**src/rtl/muldiv_pkg.sv**
```systemverilog
// muldiv_pkg -- shared encodings for the integer execution units.
//   alu_op_e   : ALU operation encoding
//   md_op_e    : multiply/divide operation encoding (op_i of muldiv_unit)
//   md_state_e : muldiv_unit FSM state encoding
//   helpers classifying an md_op_e by operand signedness and op family
package muldiv_pkg;

  typedef enum logic [3:0] {
    ALU_ADD  = 4'd0,
    ALU_SUB  = 4'd1,
    ALU_SLL  = 4'd2,
    ALU_SLT  = 4'd3,
    ALU_SLTU = 4'd4,
    ALU_XOR  = 4'd5,
    ALU_SRL  = 4'd6,
    ALU_SRA  = 4'd7,
    ALU_OR   = 4'd8,
    ALU_AND  = 4'd9
  } alu_op_e;

  typedef enum logic [2:0] {
    MD_MUL    = 3'd0,
    MD_MULH   = 3'd1,
    MD_MULHSU = 3'd2,
    MD_MULHU  = 3'd3,
    MD_DIV    = 3'd4,
    MD_DIVU   = 3'd5,
    MD_REM    = 3'd6,
    MD_REMU   = 3'd7
  } md_op_e;

  typedef enum logic [1:0] {
    ST_IDLE = 2'd0,
    ST_CALC = 2'd1,
    ST_DONE = 2'd2
  } md_state_e;

  function automatic logic op_is_div(input md_op_e op);
    return (op inside {MD_DIV, MD_DIVU, MD_REM, MD_REMU});
  endfunction

  function automatic logic op_is_rem(input md_op_e op);
    return (op inside {MD_REM, MD_REMU});
  endfunction

  // rs1 is treated as two's complement for these ops
  function automatic logic op_a_signed(input md_op_e op);
    return (op inside {MD_MULH, MD_MULHSU, MD_DIV, MD_REM});
  endfunction

  // rs2 is treated as two's complement for these ops
  function automatic logic op_b_signed(input md_op_e op);
    return (op inside {MD_MULH, MD_DIV, MD_REM});
  endfunction

endpackage

```
**src/rtl/muldiv_unit_if.sv**
```systemverilog
// muldiv_unit_if -- request/result handshake bundle of muldiv_unit.
//   Request : valid_i, ready_o, op_i, a_i, b_i, flush_i
//   Result  : valid_o, ready_i, res_o, busy_o
//   master = requester/consumer side, slave = muldiv_unit side.
interface muldiv_unit_if #(
  parameter int DATA_WIDTH = 32
);
  logic                  valid_i;
  logic                  ready_o;
  logic [2:0]            op_i;
  logic [DATA_WIDTH-1:0] a_i;
  logic [DATA_WIDTH-1:0] b_i;
  logic                  flush_i;
  logic                  valid_o;
  logic                  ready_i;
  logic [DATA_WIDTH-1:0] res_o;
  logic                  busy_o;

  modport master (
    output valid_i, op_i, a_i, b_i, flush_i, ready_i,
    input  ready_o, valid_o, res_o, busy_o
  );

  modport slave (
    input  valid_i, op_i, a_i, b_i, flush_i, ready_i,
    output ready_o, valid_o, res_o, busy_o
  );
endinterface

```
**src/rtl/muldiv_iter.sv**
```systemverilog
// muldiv_iter -- combinational iteration step retiring BITS_PER_CYCLE bits.
//   is_div  : 1 = restoring divide, 0 = shift-add multiply
//   hi, lo  : accumulator pair (multiply: product hi/lo, divide: remainder/quotient)
//   opnd    : multiplicand magnitude or divisor magnitude
//   hi_next, lo_next : accumulator pair after the step
module muldiv_iter #(
  parameter int DATA_WIDTH     = 32,
  parameter int BITS_PER_CYCLE = 1
) (
  input  logic                  is_div,
  input  logic [DATA_WIDTH-1:0] hi,
  input  logic [DATA_WIDTH-1:0] lo,
  input  logic [DATA_WIDTH-1:0] opnd,
  output logic [DATA_WIDTH-1:0] hi_next,
  output logic [DATA_WIDTH-1:0] lo_next
);
  localparam int W = DATA_WIDTH;

  logic [W-1:0] h;
  logic [W-1:0] l;
  logic [W:0]   rs;
  logic [W:0]   sum;

  // unrolled chain of single-bit multiply or divide steps
  always_comb begin
    h   = hi;
    l   = lo;
    rs  = {(W+1){1'b0}};
    sum = {(W+1){1'b0}};
    for (int i = 0; i < BITS_PER_CYCLE; i++) begin
      if (is_div) begin
        // shift next dividend bit into the partial remainder; the extra
        // top bit lets the compare see values up to twice the divisor
        rs = {h, l[W-1]};
        l  = {l[W-2:0], 1'b0};
        if (rs >= {1'b0, opnd}) begin
          h    = rs[W-1:0] - opnd;
          l[0] = 1'b1;
        end else begin
          h = rs[W-1:0];
        end
      end else begin
        // add multiplicand when the current multiplier bit is set, then
        // shift the whole {carry, hi, lo} right by one
        sum = l[0] ? ({1'b0, h} + {1'b0, opnd}) : {1'b0, h};
        l   = {sum[0], l[W-1:1]};
        h   = sum[W:1];
      end
    end
    hi_next = h;
    lo_next = l;
  end
endmodule

```
**src/rtl/muldiv_unit.sv**
```systemverilog
// muldiv_unit -- iterative RV-style MUL/MULH/MULHSU/MULHU/DIV/DIVU/REM/REMU.
//   clk_i : clock, rising edge
//   rst_i : asynchronous active-high reset
//   bus   : muldiv_unit_if slave (request in, result out, flush, busy)
// Operands are captured as magnitudes plus a negate flag; the core iterates
// DATA_WIDTH/BITS_PER_CYCLE steps, then one final cycle applies the sign and
// registers the result. Divide-by-zero and signed overflow are preloaded so
// that the final cycle runs immediately after acceptance.
module muldiv_unit
  import muldiv_pkg::*;
#(
  parameter int DATA_WIDTH     = 32,
  parameter int BITS_PER_CYCLE = 1
) (
  input  logic          clk_i,
  input  logic          rst_i,
  muldiv_unit_if.slave  bus
);
  localparam int W  = DATA_WIDTH;
  localparam int PW = DATA_WIDTH + DATA_WIDTH;
  localparam int CW = $clog2(DATA_WIDTH + 1);
  localparam logic [CW-1:0] CNT_ZERO = {CW{1'b0}};
  localparam logic [CW-1:0] CNT_LAST = CW'(DATA_WIDTH);
  localparam logic [CW-1:0] CNT_STEP = CW'(BITS_PER_CYCLE);
  localparam logic [W-1:0]  ZERO     = {W{1'b0}};
  localparam logic [W-1:0]  ONE      = {{(W-1){1'b0}}, 1'b1};
  localparam logic [W-1:0]  ALL_ONES = {W{1'b1}};
  localparam logic [W-1:0]  MOST_NEG = {1'b1, {(W-1){1'b0}}};
  localparam logic [PW-1:0] ONE_P    = {{(PW-1){1'b0}}, 1'b1};

  md_state_e     state, state_next;
  md_op_e        op_q, op_in;
  logic          neg_q, neg_ld, sa, sb;
  logic [CW-1:0] cnt, cnt_ld;
  logic [W-1:0]  hi, lo, opnd, res;
  logic [W-1:0]  hi_ld, lo_ld, opnd_ld, a_mag, b_mag;
  logic [W-1:0]  hi_nx, lo_nx, quo_fix, rem_fix, result_c;
  logic [PW-1:0] prod, prod_fix;
  logic          accept, step, finish, drop;

  muldiv_iter #(.DATA_WIDTH(W), .BITS_PER_CYCLE(BITS_PER_CYCLE)) u_iter (
    .is_div  (op_is_div(op_q)),
    .hi      (hi),
    .lo      (lo),
    .opnd    (opnd),
    .hi_next (hi_nx),
    .lo_next (lo_nx)
  );

  // FSM state register
  always_ff @(posedge clk_i or posedge rst_i) begin
    if (rst_i) begin
      state <= ST_IDLE;
    end else begin
      state <= state_next;
    end
  end

  // FSM next state and datapath control; flush beats ready_i, ignored in IDLE
  always_comb begin
    state_next = state;
    accept     = 1'b0;
    step       = 1'b0;
    finish     = 1'b0;
    drop       = 1'b0;
    case (state)
      ST_IDLE: begin
        if (bus.valid_i) begin
          accept     = 1'b1;
          state_next = ST_CALC;
        end else begin
          state_next = ST_IDLE;
        end
      end
      ST_CALC: begin
        if (bus.flush_i) begin
          drop       = 1'b1;
          state_next = ST_IDLE;
        end else if (cnt == CNT_LAST) begin
          finish     = 1'b1;
          state_next = ST_DONE;
        end else begin
          step       = 1'b1;
          state_next = ST_CALC;
        end
      end
      ST_DONE: begin
        if (bus.flush_i || bus.ready_i) begin
          drop       = 1'b1;
          state_next = ST_IDLE;
        end else begin
          state_next = ST_DONE;
        end
      end
      default: begin
        drop       = 1'b1;
        state_next = ST_IDLE;
      end
    endcase
  end

  // operand preparation at acceptance: magnitudes, negate flag, corner cases
  always_comb begin
    op_in = md_op_e'(bus.op_i);
    sa    = op_a_signed(op_in) & bus.a_i[W-1];
    sb    = op_b_signed(op_in) & bus.b_i[W-1];
    a_mag = sa ? (~bus.a_i + ONE) : bus.a_i;
    b_mag = sb ? (~bus.b_i + ONE) : bus.b_i;
    if (op_is_div(op_in)) begin
      if (bus.b_i == ZERO) begin
        // quotient all ones, remainder = dividend, no iteration
        hi_ld   = bus.a_i;
        lo_ld   = ALL_ONES;
        opnd_ld = ZERO;
        neg_ld  = 1'b0;
        cnt_ld  = CNT_LAST;
      end else if ((op_in inside {MD_DIV, MD_REM}) &&
                   (bus.a_i == MOST_NEG) && (bus.b_i == ALL_ONES)) begin
        // signed overflow: quotient = most-negative, remainder = 0
        hi_ld   = ZERO;
        lo_ld   = bus.a_i;
        opnd_ld = ZERO;
        neg_ld  = 1'b0;
        cnt_ld  = CNT_LAST;
      end else begin
        hi_ld   = ZERO;
        lo_ld   = a_mag;
        opnd_ld = b_mag;
        neg_ld  = op_is_rem(op_in) ? sa : (sa ^ sb);
        cnt_ld  = CNT_ZERO;
      end
    end else begin
      hi_ld   = ZERO;
      lo_ld   = b_mag;
      opnd_ld = a_mag;
      neg_ld  = sa ^ sb;
      cnt_ld  = CNT_ZERO;
    end
  end

  // final-cycle sign fix-up and result selection
  always_comb begin
    prod     = {hi, lo};
    prod_fix = neg_q ? (~prod + ONE_P) : prod;
    quo_fix  = neg_q ? (~lo + ONE) : lo;
    rem_fix  = neg_q ? (~hi + ONE) : hi;
    case (op_q)
      MD_MUL:                       result_c = prod_fix[W-1:0];
      MD_MULH, MD_MULHSU, MD_MULHU: result_c = prod_fix[PW-1:W];
      MD_DIV, MD_DIVU:              result_c = quo_fix;
      MD_REM, MD_REMU:              result_c = rem_fix;
      default:                      result_c = ZERO;
    endcase
  end

  // operand, accumulator, counter and result registers
  always_ff @(posedge clk_i or posedge rst_i) begin
    if (rst_i) begin
      op_q  <= MD_MUL;
      neg_q <= 1'b0;
      cnt   <= CNT_ZERO;
      hi    <= ZERO;
      lo    <= ZERO;
      opnd  <= ZERO;
      res   <= ZERO;
    end else if (accept) begin
      op_q  <= op_in;
      neg_q <= neg_ld;
      cnt   <= cnt_ld;
      hi    <= hi_ld;
      lo    <= lo_ld;
      opnd  <= opnd_ld;
      res   <= ZERO;
    end else if (step) begin
      hi    <= hi_nx;
      lo    <= lo_nx;
      cnt   <= cnt + CNT_STEP;
    end else if (finish) begin
      res   <= result_c;
    end else if (drop) begin
      res   <= ZERO;
      cnt   <= CNT_ZERO;
    end
  end

  // res is only non-zero while in DONE, so res_o is 0 whenever valid_o is low
  assign bus.ready_o = (state == ST_IDLE);
  assign bus.busy_o  = (state != ST_IDLE);
  assign bus.valid_o = (state == ST_DONE);
  assign bus.res_o   = res;
endmodule
```
**src/flat_wrapper.sv**
```systemverilog
// flat-port wrapper written by rule: the top's interface ports become plain ports
module muldiv_unit_flat import muldiv_pkg::*;
#(
  parameter int DATA_WIDTH     = 32,
  parameter int BITS_PER_CYCLE = 1
)
  (clk_i, rst_i, bus_valid_i, bus_op_i, bus_a_i, bus_b_i, bus_flush_i, bus_ready_i, bus_ready_o, bus_valid_o, bus_res_o, bus_busy_o);
  muldiv_unit_if #(.DATA_WIDTH(DATA_WIDTH)) bus_i ();
  input  logic clk_i;
  input  logic rst_i;
  input wire logic [$bits(bus_i.valid_i)-1:0] bus_valid_i;
  input wire logic [$bits(bus_i.op_i)-1:0] bus_op_i;
  input wire logic [$bits(bus_i.a_i)-1:0] bus_a_i;
  input wire logic [$bits(bus_i.b_i)-1:0] bus_b_i;
  input wire logic [$bits(bus_i.flush_i)-1:0] bus_flush_i;
  input wire logic [$bits(bus_i.ready_i)-1:0] bus_ready_i;
  output wire logic [$bits(bus_i.ready_o)-1:0] bus_ready_o;
  output wire logic [$bits(bus_i.valid_o)-1:0] bus_valid_o;
  output wire logic [$bits(bus_i.res_o)-1:0] bus_res_o;
  output wire logic [$bits(bus_i.busy_o)-1:0] bus_busy_o;
  assign bus_i.valid_i = bus_valid_i;
  assign bus_i.op_i = bus_op_i;
  assign bus_i.a_i = bus_a_i;
  assign bus_i.b_i = bus_b_i;
  assign bus_i.flush_i = bus_flush_i;
  assign bus_i.ready_i = bus_ready_i;
  assign bus_ready_o = bus_i.ready_o;
  assign bus_valid_o = bus_i.valid_o;
  assign bus_res_o = bus_i.res_o;
  assign bus_busy_o = bus_i.busy_o;
  muldiv_unit #(.DATA_WIDTH(DATA_WIDTH), .BITS_PER_CYCLE(BITS_PER_CYCLE)) u_core (.clk_i(clk_i), .rst_i(rst_i), .bus(bus_i));
endmodule
```
**config.mk**
```make
export PLATFORM = sky130hd
export DESIGN_NAME = muldiv_unit_flat
export DESIGN_NICKNAME = d
export VERILOG_FILES = /design/src/rtl/muldiv_pkg.sv /design/src/rtl/muldiv_unit_if.sv /design/src/rtl/muldiv_iter.sv /design/src/rtl/muldiv_unit.sv /design/src/flat_wrapper.sv
export SDC_FILE = /design/constraint.sdc
export NUM_CORES = 1
export LEC_CHECK = 0
export CORE_UTILIZATION = 55
export CTS_CLUSTER_DIAMETER = 30
export DETAILED_ROUTE_END_ITERATION = 8
export PLACE_DENSITY = 0.76
export SLEW_MARGIN = 0
export SYNTH_ARGS = -nofsm -noshare
export SYNTH_HDL_FRONTEND = slang
export SYNTH_SLANG_ARGS = --single-unit
```
**constraint.sdc**
```tcl
create_clock -name clk_i -period 6.6 [get_ports clk_i]
set_clock_uncertainty 0.1 [all_clocks]
set_input_delay 0.66 -clock clk_i [delete_from_list [all_inputs] [get_ports clk_i]]
set_output_delay 0.66 -clock clk_i [all_outputs]
set_load 0.005 [all_outputs]
```
==> impl_results.md, run 1 <==
* Status: finished, final reports clean
* Post-layout minimum cycle time at 4600 ps
* MaxCap Viol Count at 0
* Leakage at 6.49 nW
* Final Hold Vio Count at 0
* WHS Endpoint: u_core.bus.res_o[0]
* Multi-input combinational cell area at 10300 sq um
* Cts repair resizes at 0
* Crit path launch type: flip-flop
* Synth Area in Adders at 0.0636
* Antenna-violating nets left at 0
* Crit path max fanout at 20
* Unrepaired setup endpoints after global routing: false
* CP Data Arrival Time at just under 5000 ps
* Die area at about 27000 sq um
* Worst Reg-to-Reg Cells at 10
* Routed Wire Length at 59200 microns
* Placed instance area at 15700 sq um
* PnR Total Power at 7.38 mW
* Hold-fix buffers, CTS at 0
* R2r startpoint: u_core.hi[4]
* Largest net degree at the start of global routing at 85
* Synth Warn # at 0
* I/O pins at 107
* Slowest Stage Delay on Critical Path at approximately 1100 ps
* Vias in the first global route at 14600
* Worst path bufs/invs at 1
* Fillers at about 2400
* Hold Crit Depth at 2
* Max-slew violations at 0
* Crit path cell chain: ha_1 > nor3_1 > o21ai_0 > and4_1 > nand4_1 > a2111oi_0 > o31a_1 > buf_4 > mux2_2 > a311o_1
* Sequential share of power at 0.231
* Top cells by area, synth: dfrtp_1 (24%), ha_1 (6.1%), a21oi_1 (6.0%)
* FF+latch area at 3510 sq um
* FMAX at 218 MHz
* First-pass GRT wire length at 88900 microns
* GRT Overall Usage at 0.442
* Final setup viols at 0
* CP max-delay cell: a2111oi_0
* Synth Flop Type: dfrtp_1
* Synth area leader: dfrtp_1
* Synth-to-Final Area Change at 11.8%
* Post CTS Setup Buffer Count at 0
* Starting density of the core at 0.561
* Cell area after synthesis at 14600 sq um
* Simple-Gate Fraction of Synth Area at 0.201
* Remaining Overflow, GRT at 0
* Setup CP Type: flip-flop to flip-flop
* Synth Area in Compound Gates at 0.302
* Cell chosen for the clock root: clkbuf_16
* VDD IR-drop max at 0.369 mV
* Total number of vias at about 16000
* Main combinational cell family by area after synthesis: compound AO/OA/AOI/OAI gates
* Die H at 165 microns
* Combinational share of power at 0.634
* Die Wd at 165 microns
* Synth top area share at 0.240
* NetSw at 3.92 mW
* Sequential fraction of the synthesis area at 0.240
* Number of placement rows at 59
* CTS sink count at 140
* GP Congestion at 1.05
* Most common cell after layout, fill and taps aside: nand2_1
* Num CTS Buffers at 17
* Delay-heaviest family, CP: compound AO/OA/AOI/OAI gates
* Core ar. at 26100 sq um
* TNS Setup at 0 ps
* Layout cells sized above 1 at 0.0496
* Cell Pwr Density at 452 nW/um^2
* Hold crit path type: flip-flop to flip-flop
* CP Capture Type: flip-flop
* Worst slew margin at 0.186
* Multiplexer area fraction after synthesis at 0.0433
* Clk Latency, worst-skew pair at about 450 ps
* Unique cell type count in the Yosys netlist at 80
* CTS tree: yes
* Reg2Reg Capture Point: u_core.hi[23]
* Syn Area/Cell at about 7.5 sq um
* Number of DRC markers in iteration 0 at 2058
* Register clock-pin slew on the reported worst setup and hold paths at about 70 ps
* Internal power at ~3.5 mW
* Ant. Diodes at 0
* Max clock buf depth at 2
* Hold Path Origin: u_core.bus.res_o[0]
* Htree depth at 4
* Mapped Cells at 1949
* Fin area at 16300 sq um
* Routed vias/inst at 7.02
* Util after Layout at 0.627
* DRT Pass-1 Iters at 6
* Crit share post-route at 0.696
* FF-to-FF setup slack at 2000 ps
* Clock share of power at 0.135
* #FFs+latches synth at 140
* Initial antenna violation count at 1
* PortBufs at 106
* Hold Slack at about 380 ps
* WL/cell at 25.6 microns
* Post-synth EDFFs at 0
* Nets@finish at 2107
* Async SR Flop Fraction at 1.00
* Detailed Place HPWL at 44500 microns
* Switching part of the total at 0.531
* Xor and xnor fraction of the mapped netlist area at 0.0953
* Net Count, Synth at 2094
* Most frequent cells in the layout: nand2_1 (228), a21oi_1 (176), nor2_1 (168)
* Worst Path Required at 6830 ps
* # DRC at 0
* Worst-margin pin slew at 1190 ps
==> metal layers <==
| layer | wire length, microns | part of all wire | vias up | GRT usage |
|---|---|---|---|---|
| li1 | - | - | 7205 | - |
| met1 | 23000 | 0.39 | 7679 | 0.570 |
| met2 | 25600 | 0.43 | 1083 | 0.669 |
| met3 | 6480 | 0.11 | 253 | 0.0917 |
| met4 | 4170 | 0.071 | 0 | 0.281 |
| met5 | 0 | 0 | - | 0 |
==> metrics by stage <==
stage | cells | setup slack, ps
finish | 2310 | 2000
global route | 2310 | 1800
CTS | 2310 | 2210
detailed placement | 2278 | 1930
global placement | 2278 | 1970
floorplan | 1949 | 2090
==> cell families after synthesis <==
logic type	Yosys count
buf+inv	206
flops	140
fa+ha+maj	73
xor+xnor	159
simple gates	630
mux	60
compound gates	681
==> worst min-delay path: stages, from the launching register on <==
cell and delay (ps):
dfrtp_1 350, nand2_1 50, o21ai_0 60
==> power by group through the flow <==
stage | sequential, mW | combinational, mW | clock, mW
floorplan | 1.28 | 3.59 | 0
CTS | 1.65 | 4.56 | 0.997
detailed placement | 1.66 | 4.52 | 0
global route | 1.70 | 5.07 | 1.03
global placement | 1.66 | 4.46 | 0
finish | 1.70 | 4.68 | 0.997
==> state kept, by name, summed over array words and instances (netlist names) <==
signal,flops
u_core.bus.res_o,32
u_core.cnt,6
u_core.hi,32
u_core.lo,32
u_core.neg_q,1
u_core.op_q,3
u_core.opnd,32
u_core.state,2
==> final cells by class <==
class / instances / area share
inverters: 71 / 0.0166
repair buffers: 129 / 0.0755
multi-input cells: 1603 / 0.632
clock buffers: 18 / 0.0269
clock inverters: 14 / 0.00889
flip-flops and latches: 140 / 0.215
well taps: 335 / 0.0257
==> synthesized netlist by cell type, drive strengths merged, types with 30 or more instances <==
| cell type | number |
|---|---|
| o21ai | 161 |
| clkbuf | 110 |
| a21o | 30 |
| o211ai | 34 |
| a21oi | 176 |
| o31ai | 38 |
| xnor2 | 88 |
| nand2 | 230 |
| a31oi | 32 |
| nor3 | 43 |
| mux2i | 43 |
| xor2 | 71 |
| dfrtp | 140 |
| ha | 71 |
| nand3 | 39 |
| inv | 70 |
| nor2 | 171 |
==> worst max path at each step <==
stage            startpoint             endpoint  slack (ps)  cells after the start
2_1_floorplan         rst_i  u_core.bus.res_o[0]        2090                      1
3_3_place_gp    bus_b_i[16]        u_core.hi[26]        1970                      9
3_5_place_dp    bus_b_i[14]        u_core.hi[25]        1930                     10
4_1_cts        u_core.hi[4]        u_core.hi[23]        2210                     10
5_1_grt        u_core.hi[4]        u_core.hi[27]        1800                     11
6_report       u_core.hi[4]        u_core.hi[23]        2000                     10
Note: power is estimated with default switching activity, not from simulation.
==> run 2: changes to the inputs <==
PLACE_DENSITY = 0.79   (was 0.76)
clock period = 4.1 ns   (was 6.6 ns; I/O delays follow)
==> run 2 against run 1 <==
  * Non-clock buffer count grew 72
  * Sequential cell count is the same
  * First-iteration DRC count grew 6.7%
  * Via count grew 2.0%
  * Die area is the same
  * Core utilization grew 2.3 points
  * Combinational power grew 80%
  * Clock-buffer cell count shrank 1
  * Critical path depth grew 3
  * Fmax grew 17%
  * Cell area grew 3.6%
  * Critical endpoint is now u_core.hi[10]
==> impl_results.md, run 2 (synthesis results as in run 1) <==
* Status: finished, final reports clean
* Routed vias/inst at 6.94
* Die area at 27200 sq um
* I/O pins at around 110
* Crit path launch type: flip-flop
* Number of placement rows at 59
* Detailed Place HPWL at 47500 microns
* Synth-to-Final Area Change at 15.9%
* GP Congestion at 1.09
* Total number of vias at 16500
* Delay-heaviest family, CP: compound AO/OA/AOI/OAI gates
* VDD IR-drop max at between 0.5 and 0.6 mV
* Hold-fix buffers, CTS at 0
* Layout cells sized above 1 at 0.0830
* Core ar. at 26100 sq um
* Slowest Stage Delay on Critical Path at 520 ps
* Place WS at 281 ps
* Final setup viols at 0
* # DRC at 0
* Die H at 165 microns
* Leakage at 6.86 nW
* PnR worst setup slack at approximately 180 ps
* TNS Setup at 0 ps
* Antenna-violating nets left at 0
* Max clock buf depth at 2
* Unrepaired setup endpoints after global routing: false
* Worst Setup SP: u_core.opnd[5]
* Crit path max fanout at 12
* Max-slew violations at 0
* R2r startpoint: u_core.opnd[5]
* Worst-margin pin slew at 1040 ps
* Register clock-pin slew on the reported worst setup and hold paths at 80 ps
* Vias in the first global route at 15300
* Hold crit path type: input port to async pin
* Ant. Diodes at 0
* Most frequent cells in the layout: nand2_1 (228), a21oi_1 (176), nor2_1 (169)
* WL/cell at 26.0 microns
* Initial antenna violation count at 1
* Post-layout minimum cycle time at 3920 ps
* Worst Path Required at between 4000 and 5000 ps
* Final Hold Vio Count at 0
* CP max-delay cell: a2111oi_1
* DRT Pass-1 Iters at 6
* GRT Overall Usage at 0.457
* Cell chosen for the clock root: clkbuf_16
* CP Capture Type: flip-flop
* Htree depth at 4
* Util after Layout at 0.650
* FMAX at 255 MHz
* Crit share post-route at 0.955
* Nets@finish at approximately 2200
* Starting density of the core at 0.561
* Clk Latency, worst-skew pair at 450 ps
* Most common cell after layout, fill and taps aside: nand2_1
* CP Data Arrival Time at 4090 ps
* Crit path cell chain: inv_1 > ha_1 > nor3_1 > o21ai_0 > and4_1 > nand4_1 > a2111oi_1 > buf_4 > o31a_1 > buf_4 > mux2_2 > a21oi_1 > a21oi_1
* Worst path bufs/invs at 3
* Num CTS Buffers at 17
* Largest net degree at the start of global routing at 65
* Setup CP Type: flip-flop to flip-flop
* Worst slew margin at 0.306
* CTS sink count at 140
* Number of DRC markers in iteration 0 at approximately 2200
* Die Wd at 165 microns
* Cell Pwr Density at between 700 and 800 nW/um^2
* Routed Wire Length at a little over 60000 microns
* MaxCap Viol Count at 0
* CTS tree: yes
* PortBufs at 106
* First-pass GRT wire length at 91300 microns
* Remaining Overflow, GRT at 0
run 2: cell count changes in the layout (fill, tap and decap cells not counted), sizes merged:
cell | before | now
buf | 23 | 95
clkbuf | 18 | 17
clkinv | 4 | 5
clkinvlp | 2 | 3
inv | 79 | 78
run 2: cell type report:
| cell class | count | area (sq um) |
|---|---|---|
| Clock buffer | 17 | 425 |
| Clock inverter | 15 | 166 |
| Fill cell | 2312 | 9130 |
| Inverter | 71 | 270 |
| Multi-Input combinational cell | 1603 | 10300 |
| Sequential cell | 140 | 3510 |
| Tap cell | 335 | 419 |
| Timing Repair Buffer | 201 | 1820 |
run 2: per-stage QoR:
step                power (mW)  std cells  hold slack (ps)  instance area, sq um
floorplan                 7.83       1949              369                 14600
global placement          10.3       2350              364                 16300
detailed placement        10.4       2350              373                 16300
CTS                       12.0       2382              253                 16900
global route              13.0       2382              279                 16900
finish                    12.4       2382              236                 16900
run 2: worst paths after layout:
| kind | endpoint | slack (ps) | depth (start not counted) |
|---|---|---|---|
| min reg2reg | u_core.bus.res_o[1] | 390 | 2 |
| max in group asynchronous | u_core.hi[25] | 2820 | 3 |
| max | u_core.hi[10] | 180 | 13 |
| max reg2reg | u_core.hi[10] | 180 | 13 |
| min | u_core.cnt[1] | 240 | 2 |
| min in group clk_i | u_core.bus.res_o[1] | 390 | 2 |
run 2: timing repair:
action | 4_1_cts | 5_1_grt
endpoints found under the setup margin | 0 | 13
gates resized for setup | 0 | 3
buffers inserted | 0 | 0
run 2: power breakdown:
part	switching (mW)	leakage (nW)	internal, mW
Sequential	0.682	1.73	1.73
Clock	0.788	0.284	0.820
Combinational	5.08	4.84	3.33
Total	6.55	6.86	5.88
run 2: layer usage:
metal	track usage	share of wire
met5	0	0
met3	0.126	0.12
met2	0.697	0.44
met1	0.554	0.37
met4	0.324	0.077
==> run 3: changes to the inputs <==
PLACE_DENSITY = 0.78   (was 0.79)
SYNTH_HIERARCHICAL = 1   (was unset)
==> run 3 against run 2 <==
  * Hold slack better by 140 ps
  * Sequential share of layout area decreased by 1.5 points
  * Clock-buffer cell count is 1 higher
  * Cell area grew 7.9%
  * Non-clock buffer count rose by 7
  * Fmax increased by 1.2%
  * Cell count is 9.3% higher
  * Via count increased by 15%
  * Die area increased by 8.9%
  * Worst setup slack improved by 46 ps
  * Core utilization fell by 0.078 points
  * Critical endpoint is now u_core/hi[28]
  * Largest cell class unchanged
  * Highest routed layer is now met5
==> impl_results.md, run 3 <==
* Status: finished, final reports clean
* Die Wd at 172 microns
* Die area at 29600 sq um
* Sequential fraction of the synthesis area at 0.220
* CP Data Arrival Time at 4170 ps
* CP Capture Type: flip-flop
* Routed vias/inst at 7.29
* GRT Overall Usage at 0.489
* Max-slew violations at 0
* Synth area leader: dfrtp_1
* Worst Setup SP: u_core/lo[31]
* Initial antenna violation count at 3
* Cts repair resizes at 0
* Reg2Reg Capture Point: u_core/hi[28]
* Crit path launch type: flip-flop
* Synth Warn # at 6
* Post CTS Setup Buffer Count at 0
* Fin area at 18300 sq um
* Hold-fix buffers, CTS at 0
* Antenna-violating nets left at 0
* GP Congestion at ~1.1
* DRT Pass-1 Iters at 8
* Top post-synthesis cells by count: nand2_1 (217), o21ai_0 (193), nor2_1 (173), a21oi_1 (170), dfrtp_1 (140)
* Register clock-pin slew on the reported worst setup and hold paths at 80 ps
* CTS sink count at 140
* Hold crit path type: flip-flop to flip-flop
* Vias in the first global route at 17100
* Number of placement rows at 61
* # DRC at 0
* Most common cell after layout, fill and taps aside: nand2_1
* Total number of vias at 19000
* Synth Flop Type: dfrtp_1
* TNS Setup at 0 ps
* I/O pins at 107
* Max clock buf depth at 2
* Die H at 172 microns
* VDD IR-drop max at 0.523 mV
* PortBufs at around 110
* First-pass GRT wire length at between 100000 and 150000 microns
* Cell Pwr Density at 643 nW/um^2
* Layout cells sized above 1 at 0.0958
* Num CTS Buffers at 17
* R2r startpoint: u_core/lo[31]
* Worst-margin pin slew at 1420 ps
* Final setup viols at 0
* Worst Reg-to-Reg Cells at 15
* FF-to-FF setup slack at 230 ps
* CTS tree: yes
* Worst Path Required at around 4400 ps
* Cell area after synthesis at 15900 sq um
* Unrepaired setup endpoints after global routing: false
* Worst setup endpoint: u_core/hi[28]
* Worst slew margin at 0.0481
* Async SR Flop Fraction at 1.00
* MaxCap Viol Count at 0
* Fillers at 2434
* Final Hold Vio Count at 0
* Setup CP Type: flip-flop to flip-flop
* Unique cell type count in the Yosys netlist at between 90 and 100
* Crit share post-route at 0.944
* Post-synth EDFFs at 0
* Synth-to-Final Area Change at 14.8%
* WL/cell at ~28 microns
* Synth top area share at 0.220
* Routed Wire Length at around 72000 microns
* Most frequent cells in the layout: nand2_1 (216), o21ai_0 (192), nor2_1 (173)
* Placed instance area at about 18000 sq um
* Largest net degree at the start of global routing at 141
* Net Count, Synth at about 2300
* #FFs+latches synth at between 100 and 150
* Leakage at 7.26 nW
* Count leader, synth: nand2_1
* Nets@finish at approximately 2400
* FMAX at ~260 MHz
* PnR Total Power at 11.7 mW
* Syn Area/Cell at 7.51 sq um
* Mapped Cells at 2121
* Top cells by area, synth: dfrtp_1 (22%), o21ai_0 (6.1%), ha_1 (5.6%)
* Clk Latency, worst-skew pair at 470 ps
* Post-layout minimum cycle time at 3870 ps
* Number of DRC markers in iteration 0 at 3511
* Starting density of the core at 0.565
* Htree depth at 4
* Cell chosen for the clock root: clkbuf_16
* Remaining Overflow, GRT at 0
* Core ar. at approximately 28000 sq um
* Crit path max fanout at 8
* Detailed Place HPWL at 53400 microns
## run 3: logic make-up after synthesis
kind of cell,synth area share
AO/OA/AOI/OAI,0.300
XOR/XNOR,0.0781
adder cells (fa/ha/maj),0.0583
buffers and inverters,0.0530
flip-flops,0.220
multiplexers,0.0543
AND/OR/NAND/NOR,0.236
## run 3: worst max-delay path, cell delays in order, from the launching register on
cell and delay (ps):
dfrtp_1 560, inv_1 170, ha_1 180, inv_1 50
fa_1 440, a211oi_1 320, o21a_1 250, nor4_1 80
o21ai_1 260, nand2_1 150, o21ai_1 310, o21ai_0 170
mux2i_1 280, a2bb2oi_1 190, o21ai_0 100, a21oi_1 180
## run 3: where the power goes
part           switching (mW)  internal [mW]  leakage (nW)
sequential              0.647           1.70          1.75
clock                   0.761          0.812         0.270
combinational            4.87           2.96          5.24
total                    6.28           5.47          7.26
## run 3: how the worst min path moves through the flow
stage	slack, ps	start	end	cells past startpoint
6_report	380	u_core/bus.res_o[22]	u_core/bus.res_o[22]	2
5_1_grt	410	u_core/bus.res_o[22]	u_core/bus.res_o[22]	2
4_1_cts	380	u_core/bus.res_o[22]	u_core/bus.res_o[22]	2
3_5_place_dp	370	u_core/bus.res_o[22]	u_core/bus.res_o[22]	2
3_3_place_gp	370	u_core/bus.res_o[22]	u_core/bus.res_o[22]	2
2_1_floorplan	360	u_core/opnd[16]	u_core/opnd[16]	2
## run 3: per-layer routing
| layer | vias up | GRT usage | part of all wire |
|---|---|---|---|
| li1 | 8159 | - | - |
| met1 | 8902 | 0.651 | 0.39 |
| met2 | 1611 | 0.677 | 0.39 |
| met3 | 314 | 0.180 | 0.16 |
| met4 | 2 | 0.266 | 0.064 |
| met5 | - | 0 | 0.00011 |
## run 3: final cells by class
| type | instances | area [sq um] | area share |
|---|---|---|---|
| diodes | 1 | 2.50 | 0.000137 |
| repair buffers | 208 | 1850 | 0.101 |
| inverters | 70 | 267 | 0.0146 |
| clock buffers | 18 | 439 | 0.0240 |
| flip-flops and latches | 140 | 3510 | 0.192 |
| well taps | 378 | 473 | 0.0259 |
| multi-input cells | 1774 | 11600 | 0.635 |
| clock inverters | 14 | 126 | 0.00692 |
## run 3: per-stage QoR
stage	util	hold slack [ps]	setup slack, ps	cells
after floorplan	-	365	978	2121
after global placement	0.629	369	251	2570
after detailed placement	0.629	369	297	2570
after CTS	0.649	385	397	2602
after global routing	0.649	414	43.5	2603
final	0.649	377	230	2603
